`config.mk`:
```
export PLATFORM = sky130hd
export DESIGN_NAME = mac_tx_bd_sched
export DESIGN_NICKNAME = d
export VERILOG_FILES = /design/src/rtl/mac_tx_bd_sched_pkg.sv /design/src/rtl/mac_tx_bd_sched_wb_single_master.sv /design/src/rtl/mac_tx_bd_sched.sv
export SDC_FILE = /design/constraint.sdc
export NUM_CORES = 1
export LEC_CHECK = 0
export CELL_PAD_IN_SITES_DETAIL_PLACEMENT = 1
export CELL_PAD_IN_SITES_GLOBAL_PLACEMENT = 2
export CORE_ASPECT_RATIO = 1.75
export CORE_MARGIN = 10
export CORE_UTILIZATION = 37
export CTS_CLUSTER_SIZE = 40
export DETAILED_ROUTE_END_ITERATION = 6
export PLACE_DENSITY_LB_ADDON = 0.1
export SLEW_MARGIN = 40
export SYNTH_ARGS = -nofsm -noshare
export SYNTH_HDL_FRONTEND = slang
export SYNTH_HIERARCHICAL = 1
export SYNTH_SLANG_ARGS = --single-unit
```
`constraint.sdc`:
```
create_clock -name wb_clk_i -period 7.45 [get_ports wb_clk_i]
set_clock_uncertainty 0.05 [all_clocks]
set_input_delay 1.49 -clock wb_clk_i [delete_from_list [all_inputs] [get_ports wb_clk_i]]
set_output_delay 1.49 -clock wb_clk_i [all_outputs]
set_load 0.02 [all_outputs]
```
`src/rtl/mac_tx_bd_sched_pkg.sv`:
```
// Shared MAC information: Tx buffer-descriptor layout, ring offsets and the
// scheduler state encoding.
package mac_tx_bd_sched_pkg;

    // Register-map offsets relative to the MAC base address
    localparam logic [31:0] TX_BD_BASE_OFS = 32'h0000_0400;
    localparam logic [31:0] TX_BD_NUM_OFS  = 32'h0000_0020;

    // Tx BD word0 bit positions
    localparam int TXBD_RD_BIT     = 15;
    localparam int TXBD_IRQ_BIT    = 14;
    localparam int TXBD_WR_BIT     = 13;
    localparam int TXBD_PAD_BIT    = 12;
    localparam int TXBD_CRC_BIT    = 11;
    localparam int TXBD_STAT_MSB   = 8;
    localparam int TXBD_STAT_LSB   = 0;

    // Tx BD word0 as the MAC sees it
    typedef struct packed {
        logic [15:0] len;
        logic        rd;
        logic        irq;
        logic        wr;
        logic        pad;
        logic        crc;
        logic [1:0]  rsvd;
        logic [8:0]  status;
    } tx_bd_w0_t;

    typedef enum logic [1:0] {
        ST_IDLE    = 2'd0,
        ST_WR_PTR  = 2'd1,
        ST_WR_CTRL = 2'd2,
        ST_RD_STAT = 2'd3
    } tx_sched_state_t;

    // Byte address of word0 of Tx BD number idx
    function automatic logic [31:0] tx_bd_addr(input logic [31:0] base, input logic [6:0] idx);
        return base + TX_BD_BASE_OFS + {22'b0, idx, 3'b000};
    endfunction

endpackage

```
`src/rtl/mac_tx_bd_sched_wb_single_master.sv`:
```
// Single classic Wishbone read or write per start pulse. Bus outputs are
// registered; cyc/stb drop the cycle after ack/err, and done/err pulse then.
module wb_single_master (
    input  logic        clk,
    input  logic        rst,
    input  logic        start,
    input  logic        we,
    input  logic [31:0] adr,
    input  logic [31:0] wdat,
    output logic        done,
    output logic        err,
    output logic [31:0] rdat,
    output logic [31:0] m_adr_o,
    output logic [31:0] m_dat_o,
    input  logic [31:0] m_dat_i,
    output logic        m_we_o,
    output logic [3:0]  m_sel_o,
    output logic        m_cyc_o,
    output logic        m_stb_o,
    input  logic        m_ack_i,
    input  logic        m_err_i
);

    // Launch a cycle on start, hold it until ack/err, then report the outcome
    always_ff @(posedge clk or posedge rst) begin
        if (rst) begin
            done    <= 1'b0;
            err     <= 1'b0;
            rdat    <= 32'h0;
            m_adr_o <= 32'h0;
            m_dat_o <= 32'h0;
            m_we_o  <= 1'b0;
            m_sel_o <= 4'h0;
            m_cyc_o <= 1'b0;
            m_stb_o <= 1'b0;
        end else begin
            done <= 1'b0;
            err  <= 1'b0;
            if (m_cyc_o) begin
                if (m_ack_i || m_err_i) begin
                    m_cyc_o <= 1'b0;
                    m_stb_o <= 1'b0;
                    m_we_o  <= 1'b0;
                    m_sel_o <= 4'h0;
                    done    <= m_ack_i && !m_err_i;
                    err     <= m_err_i;
                    rdat    <= m_dat_i;
                end
            end else if (start) begin
                m_cyc_o <= 1'b1;
                m_stb_o <= 1'b1;
                m_we_o  <= we;
                m_sel_o <= 4'hF;
                m_adr_o <= adr;
                m_dat_o <= wdat;
            end
        end
    end

endmodule

```
`src/rtl/mac_tx_bd_sched.sv`:
```
// Tx buffer-descriptor scheduler: writes producer frame requests into the
// MAC's Tx BD ring and retires BDs in order once the MAC clears RD.
module mac_tx_bd_sched
    import mac_tx_bd_sched_pkg::*;
#(
    parameter int          NUM_TX_BD     = 8,
    parameter logic [31:0] MAC_BASE      = 32'h0000_0000,
    parameter int          POLL_INTERVAL = 16
) (
    input  logic        wb_clk_i,
    input  logic        wb_rst_i,
    input  logic        req_valid,
    output logic        req_ready,
    input  logic [31:0] req_ptr,
    input  logic [15:0] req_len,
    input  logic        req_irq,
    output logic [31:0] m_adr_o,
    output logic [31:0] m_dat_o,
    input  logic [31:0] m_dat_i,
    output logic        m_we_o,
    output logic [3:0]  m_sel_o,
    output logic        m_cyc_o,
    output logic        m_stb_o,
    input  logic        m_ack_i,
    input  logic        m_err_i,
    output logic        done_valid,
    output logic [6:0]  done_idx,
    output logic [8:0]  done_status,
    output logic [7:0]  outstanding,
    output logic        err_o
);

    localparam logic [6:0]  LAST_IDX    = 7'(NUM_TX_BD - 1);
    localparam logic [7:0]  RING_SIZE   = 8'(NUM_TX_BD);
    localparam logic [15:0] POLL_RELOAD = 16'(POLL_INTERVAL);

    tx_sched_state_t state;
    logic [6:0]      head;
    logic [6:0]      tail;
    logic [15:0]     poll_timer;
    logic            bus_start;
    logic            bus_we;
    logic [31:0]     bus_adr;
    logic [31:0]     bus_wdat;
    logic            bus_done;
    logic            bus_err;
    logic [31:0]     bus_rdat;
    tx_bd_w0_t       ctrl_word;
    logic            unused_rdat_bits;

    function automatic logic [6:0] ring_next(input logic [6:0] idx);
        return (idx == LAST_IDX) ? 7'd0 : idx + 7'd1;
    endfunction

    // Control word for the BD at head, built from the held request
    always_comb begin
        ctrl_word        = '0;
        ctrl_word.len    = req_len;
        ctrl_word.rd     = 1'b1;
        ctrl_word.irq    = req_irq;
        ctrl_word.wr     = (head == LAST_IDX);
        ctrl_word.pad    = 1'b1;
        ctrl_word.crc    = 1'b1;
    end

    assign unused_rdat_bits = ^{bus_rdat[31:16], bus_rdat[14:9]};

    // Scheduler FSM: poll-first arbitration, BD writes, in-order retirement
    always_ff @(posedge wb_clk_i or posedge wb_rst_i) begin
        if (wb_rst_i) begin
            state       <= ST_IDLE;
            head        <= 7'd0;
            tail        <= 7'd0;
            outstanding <= 8'd0;
            poll_timer  <= 16'd0;
            bus_start   <= 1'b0;
            bus_we      <= 1'b0;
            bus_adr     <= 32'h0;
            bus_wdat    <= 32'h0;
            req_ready   <= 1'b0;
            done_valid  <= 1'b0;
            done_idx    <= 7'd0;
            done_status <= 9'd0;
            err_o       <= 1'b0;
        end else begin
            bus_start  <= 1'b0;
            req_ready  <= 1'b0;
            done_valid <= 1'b0;
            case (state)
                ST_IDLE: begin
                    if ((outstanding != 8'd0) && (poll_timer == 16'd0)) begin
                        state     <= ST_RD_STAT;
                        bus_start <= 1'b1;
                        bus_we    <= 1'b0;
                        bus_adr   <= tx_bd_addr(MAC_BASE, tail);
                        bus_wdat  <= 32'h0;
                    end else if (req_valid && (outstanding < RING_SIZE)) begin
                        state     <= ST_WR_PTR;
                        bus_start <= 1'b1;
                        bus_we    <= 1'b1;
                        bus_adr   <= tx_bd_addr(MAC_BASE, head) + 32'd4;
                        bus_wdat  <= req_ptr;
                    end else if ((poll_timer != 16'd0) && (outstanding != 8'd0)) begin
                        poll_timer <= poll_timer - 16'd1;
                    end
                end
                ST_WR_PTR: begin
                    if (bus_err) begin
                        err_o <= 1'b1;
                        state <= ST_IDLE;
                    end else if (bus_done) begin
                        state     <= ST_WR_CTRL;
                        bus_start <= 1'b1;
                        bus_we    <= 1'b1;
                        bus_adr   <= tx_bd_addr(MAC_BASE, head);
                        bus_wdat  <= ctrl_word;
                    end
                end
                ST_WR_CTRL: begin
                    if (bus_err) begin
                        err_o <= 1'b1;
                        state <= ST_IDLE;
                    end else if (bus_done) begin
                        req_ready   <= 1'b1;
                        head        <= ring_next(head);
                        outstanding <= outstanding + 8'd1;
                        if (outstanding == 8'd0) begin
                            poll_timer <= POLL_RELOAD;
                        end
                        state <= ST_IDLE;
                    end
                end
                ST_RD_STAT: begin
                    if (bus_err) begin
                        err_o <= 1'b1;
                        state <= ST_IDLE;
                    end else if (bus_done) begin
                        if (!bus_rdat[TXBD_RD_BIT]) begin
                            done_valid  <= 1'b1;
                            done_idx    <= tail;
                            done_status <= bus_rdat[TXBD_STAT_MSB:TXBD_STAT_LSB];
                            tail        <= ring_next(tail);
                            outstanding <= outstanding - 8'd1;
                            if (outstanding > 8'd1) begin
                                state     <= ST_RD_STAT;
                                bus_start <= 1'b1;
                                bus_we    <= 1'b0;
                                bus_adr   <= tx_bd_addr(MAC_BASE, ring_next(tail));
                            end else begin
                                state <= ST_IDLE;
                            end
                        end else begin
                            poll_timer <= POLL_RELOAD;
                            state      <= ST_IDLE;
                        end
                    end
                end
                default: state <= ST_IDLE;
            endcase
        end
    end

    wb_single_master u_wb (
        .clk     (wb_clk_i),
        .rst     (wb_rst_i),
        .start   (bus_start),
        .we      (bus_we),
        .adr     (bus_adr),
        .wdat    (bus_wdat),
        .done    (bus_done),
        .err     (bus_err),
        .rdat    (bus_rdat),
        .m_adr_o (m_adr_o),
        .m_dat_o (m_dat_o),
        .m_dat_i (m_dat_i),
        .m_we_o  (m_we_o),
        .m_sel_o (m_sel_o),
        .m_cyc_o (m_cyc_o),
        .m_stb_o (m_stb_o),
        .m_ack_i (m_ack_i),
        .m_err_i (m_err_i)
    );

endmodule

```
==> reports/qor.txt <==
Switching share of total power: 22.0%
Final setup vio count: 0
Internal: 1.52 mW
Number of antenna violations at the first check in global routing: 0
Start point of the worst min-delay path: err_o$_DFFE_PP0P_
Area of the multi-input gates: 3440 sq um
Number of global-route vias before repair: 6590
Worst endpoint required time: 7.73 ns
Clock root buffer: sky130_fd_sc_hd__clkbuf_16
Area of the core: 21700 sq um
Area overhead of the layout relative to synthesis: 30.9%
Startpoint of the most critical setup path: req_valid
Worst hold margin: 0.420 ns
GRT Residual Overflow: 0
# rows: 71
Power share of the sequential group: 50.4%
Post-Layout Cell Count: 1159
Category of the worst setup path launch point: input pin
Crit path DAT: 3.51 ns
I/O pin count: 184
Number of max-slew violations in the final report: 0
Average routed wire per standard cell: 20.2 um
Terminus of the critical flop-to-flop path: bus_wdat[26]$_DFFE_PP0P_
Max_slew headroom: 53.1%
Maximum clock insertion buffer count: 2
Yosys warnings: 6
Clock slew seen by the registers of the worst setup and hold paths: 0.07 ns
Power Total: 1.95 mW
Transition time at the pin with the least slew margin: 0.704 ns
Floorplan die area: 28700 sq um
Final-report hold violation count: 0
Outcome: complete, no violations
Number of buffers added on ports: 161
Sequential cell area in the final layout: 4530 sq um
Final critical-path required period: 3.23 ns
Number of filler instances in the final layout: 2339
Switching power: 0.429 mW
Initial cell density of the core: 37.7%
Worst setup margin: 4.22 ns
Cell count of the worst hold path: 1
Ratio of cells with drive above 1 in the final layout: 14.5%
Critical path peak fanout: 7
Total power density per cell area: 182 nW/um^2
Number of buffers added for setup after CTS: 0
Gate Count Post-Synth: 685
Post-detailed-placement half-perimeter wirelength: 17.2 mm
Y dimension of the die: 217 um
Number of buffers added by the clock tree synthesis step: 17
Post-Place Worst Slack: 3.73 ns
TritonCTS clock tree: yes
Number of max-capacitance violations reported: 0
Diodes inserted: 0
Number of DRC violations after detailed-routing iteration 0: 342
Avg Vias per Cell: 5.17
End of the critical path: bus_we$_DFFE_PP0P_
# resized after CTS: 0
Setup repair after global routing missed its margin: false
DRC viols: 0
Static power due to leakage: 5.03 nW
Path category of the worst min-delay check: flip-flop to flip-flop
Total routed wirelength: 23.5 mm
Endpoint class of the critical path: flip-flop
Die W: 132 um
First-pass GRT wire length: 38.3 mm
Final weighted congestion in routability-driven placement: 0.818
Pre-Repair DR Iteration Count: 4
Final period utilization: 43.4%
Achievable frequency: 309 MHz
Skew-Pair Late Insertion Delay: 0.44 ns
Mean area per synthesized cell: 11.9 sq um
Share of total power in the clock network: 46.3%
Worst Reg2Reg Path Length in Cells: 7
Number of antenna-violating nets in the routed design: 0
Post-synthesis instance area: 8180 sq um
Largest voltage drop on the vdd net: 142 uV
Post-route cell area: 10700 sq um
Pin count of the biggest net entering global routing: 80
GRT Overall Usage: 16.7%
Combinational cell fraction of total power: 3.3%
Number of sinks on the clock net: 181
Sum of negative setup slack: 0 ns
Placed Cells: 1127
Critical register-to-register path startpoint: poll_timer[0]$_DFFE_PP0P_
CTS HTree Levels: 4
Hold buffers post-CTS: 0
Layout Nets: 948
Total placed instance area: 10100 sq um
Detailed-route via count: 5991
R2R setup slack: 4.28 ns
Finished Core Util: 49.4%
Classification of the worst setup path: input pin to flip-flop
[layer usage]
metal / wire, um / global-route usage, % / vias to the layer above / part of all wire, %
met2: 13000 / 30.7 / 126 / 55
met1: 9040 / 18.0 / 3059 / 39
met5: 0 / 0 / - / 0
li1: - / - / 2773 / -
met4: 583 / 6.74 / 0 / 2.5
met3: 846 / 3.66 / 33 / 3.6
[power groups by stage]
stage | logic (mW) | registers, mW | clock network [mW]
global placement | 0.0640 | 1.00 | 0
detailed placement | 0.0657 | 1.00 | 0
global route | 0.0728 | 0.981 | 0.972
finish | 0.0640 | 0.982 | 0.903
CTS | 0.0661 | 0.982 | 0.930
floorplan | 0.0204 | 1.00 | 0
[worst min path at each step]
stage / slack [ns] / endpoint
global placement: 0.40 / poll_timer[14]$_DFFE_PP0P_
global route: 0.44 / bus_adr[10]$_DFFE_PP0P_
detailed placement: 0.41 / poll_timer[14]$_DFFE_PP0P_
floorplan: 0.38 / bus_adr[10]$_DFFE_PP0P_
finish: 0.42 / err_o$_DFFE_PP0P_
CTS: 0.42 / poll_timer[14]$_DFFE_PP0P_
[state kept, by name, indices dropped and copies added, names as in the netlist, 2 cells and up]
name          flops
bus_adr           9
bus_wdat         32
done_idx          7
done_status       9
head              7
outstanding       8
poll_timer       16
state             2
tail              7
u_wb/m_adr_o     32
u_wb/m_dat_o     32
u_wb/rdat        10
[area by class of cell]
class | instances | share of cell area (%)
Multi-Input combinational cell | 463 | 32.2
Timing Repair Buffer | 172 | 15.9
Clock inverter | 14 | 1.38
Tap cell | 292 | 3.41
Inverter | 19 | 0.701
Clock buffer | 18 | 4.10
Sequential cell | 181 | 42.3
[placed cells by master, fill, tap and decap left out, drive strengths merged, types with 6 or more instances in the layout]
cell type	instances
conb	23
dfrtp	181
nor4	9
ha	8
nor2	23
clkbuf	19
nor3	13
o31ai	6
o21ai	48
o22ai	13
clkinv	10
and3	7
clkdlybuf4s50	161
a31oi	12
inv	19
a21o	8
a22o	15
mux2	113
nand3	19
nand2	55
a21oi	16
buf	10
xnor2	14
nand2b	6
[critical path, cell delays in order]
cell and delay (ns):
sky130_fd_sc_hd__clkdlybuf4s50_1 0.46, sky130_fd_sc_hd__a311o_1 0.40, sky130_fd_sc_hd__a21oi_1 0.29, sky130_fd_sc_hd__or2_2 0.23, sky130_fd_sc_hd__clkinv_1 0.27, sky130_fd_sc_hd__mux2_2 0.36
(Power assumes the default switching activity.)
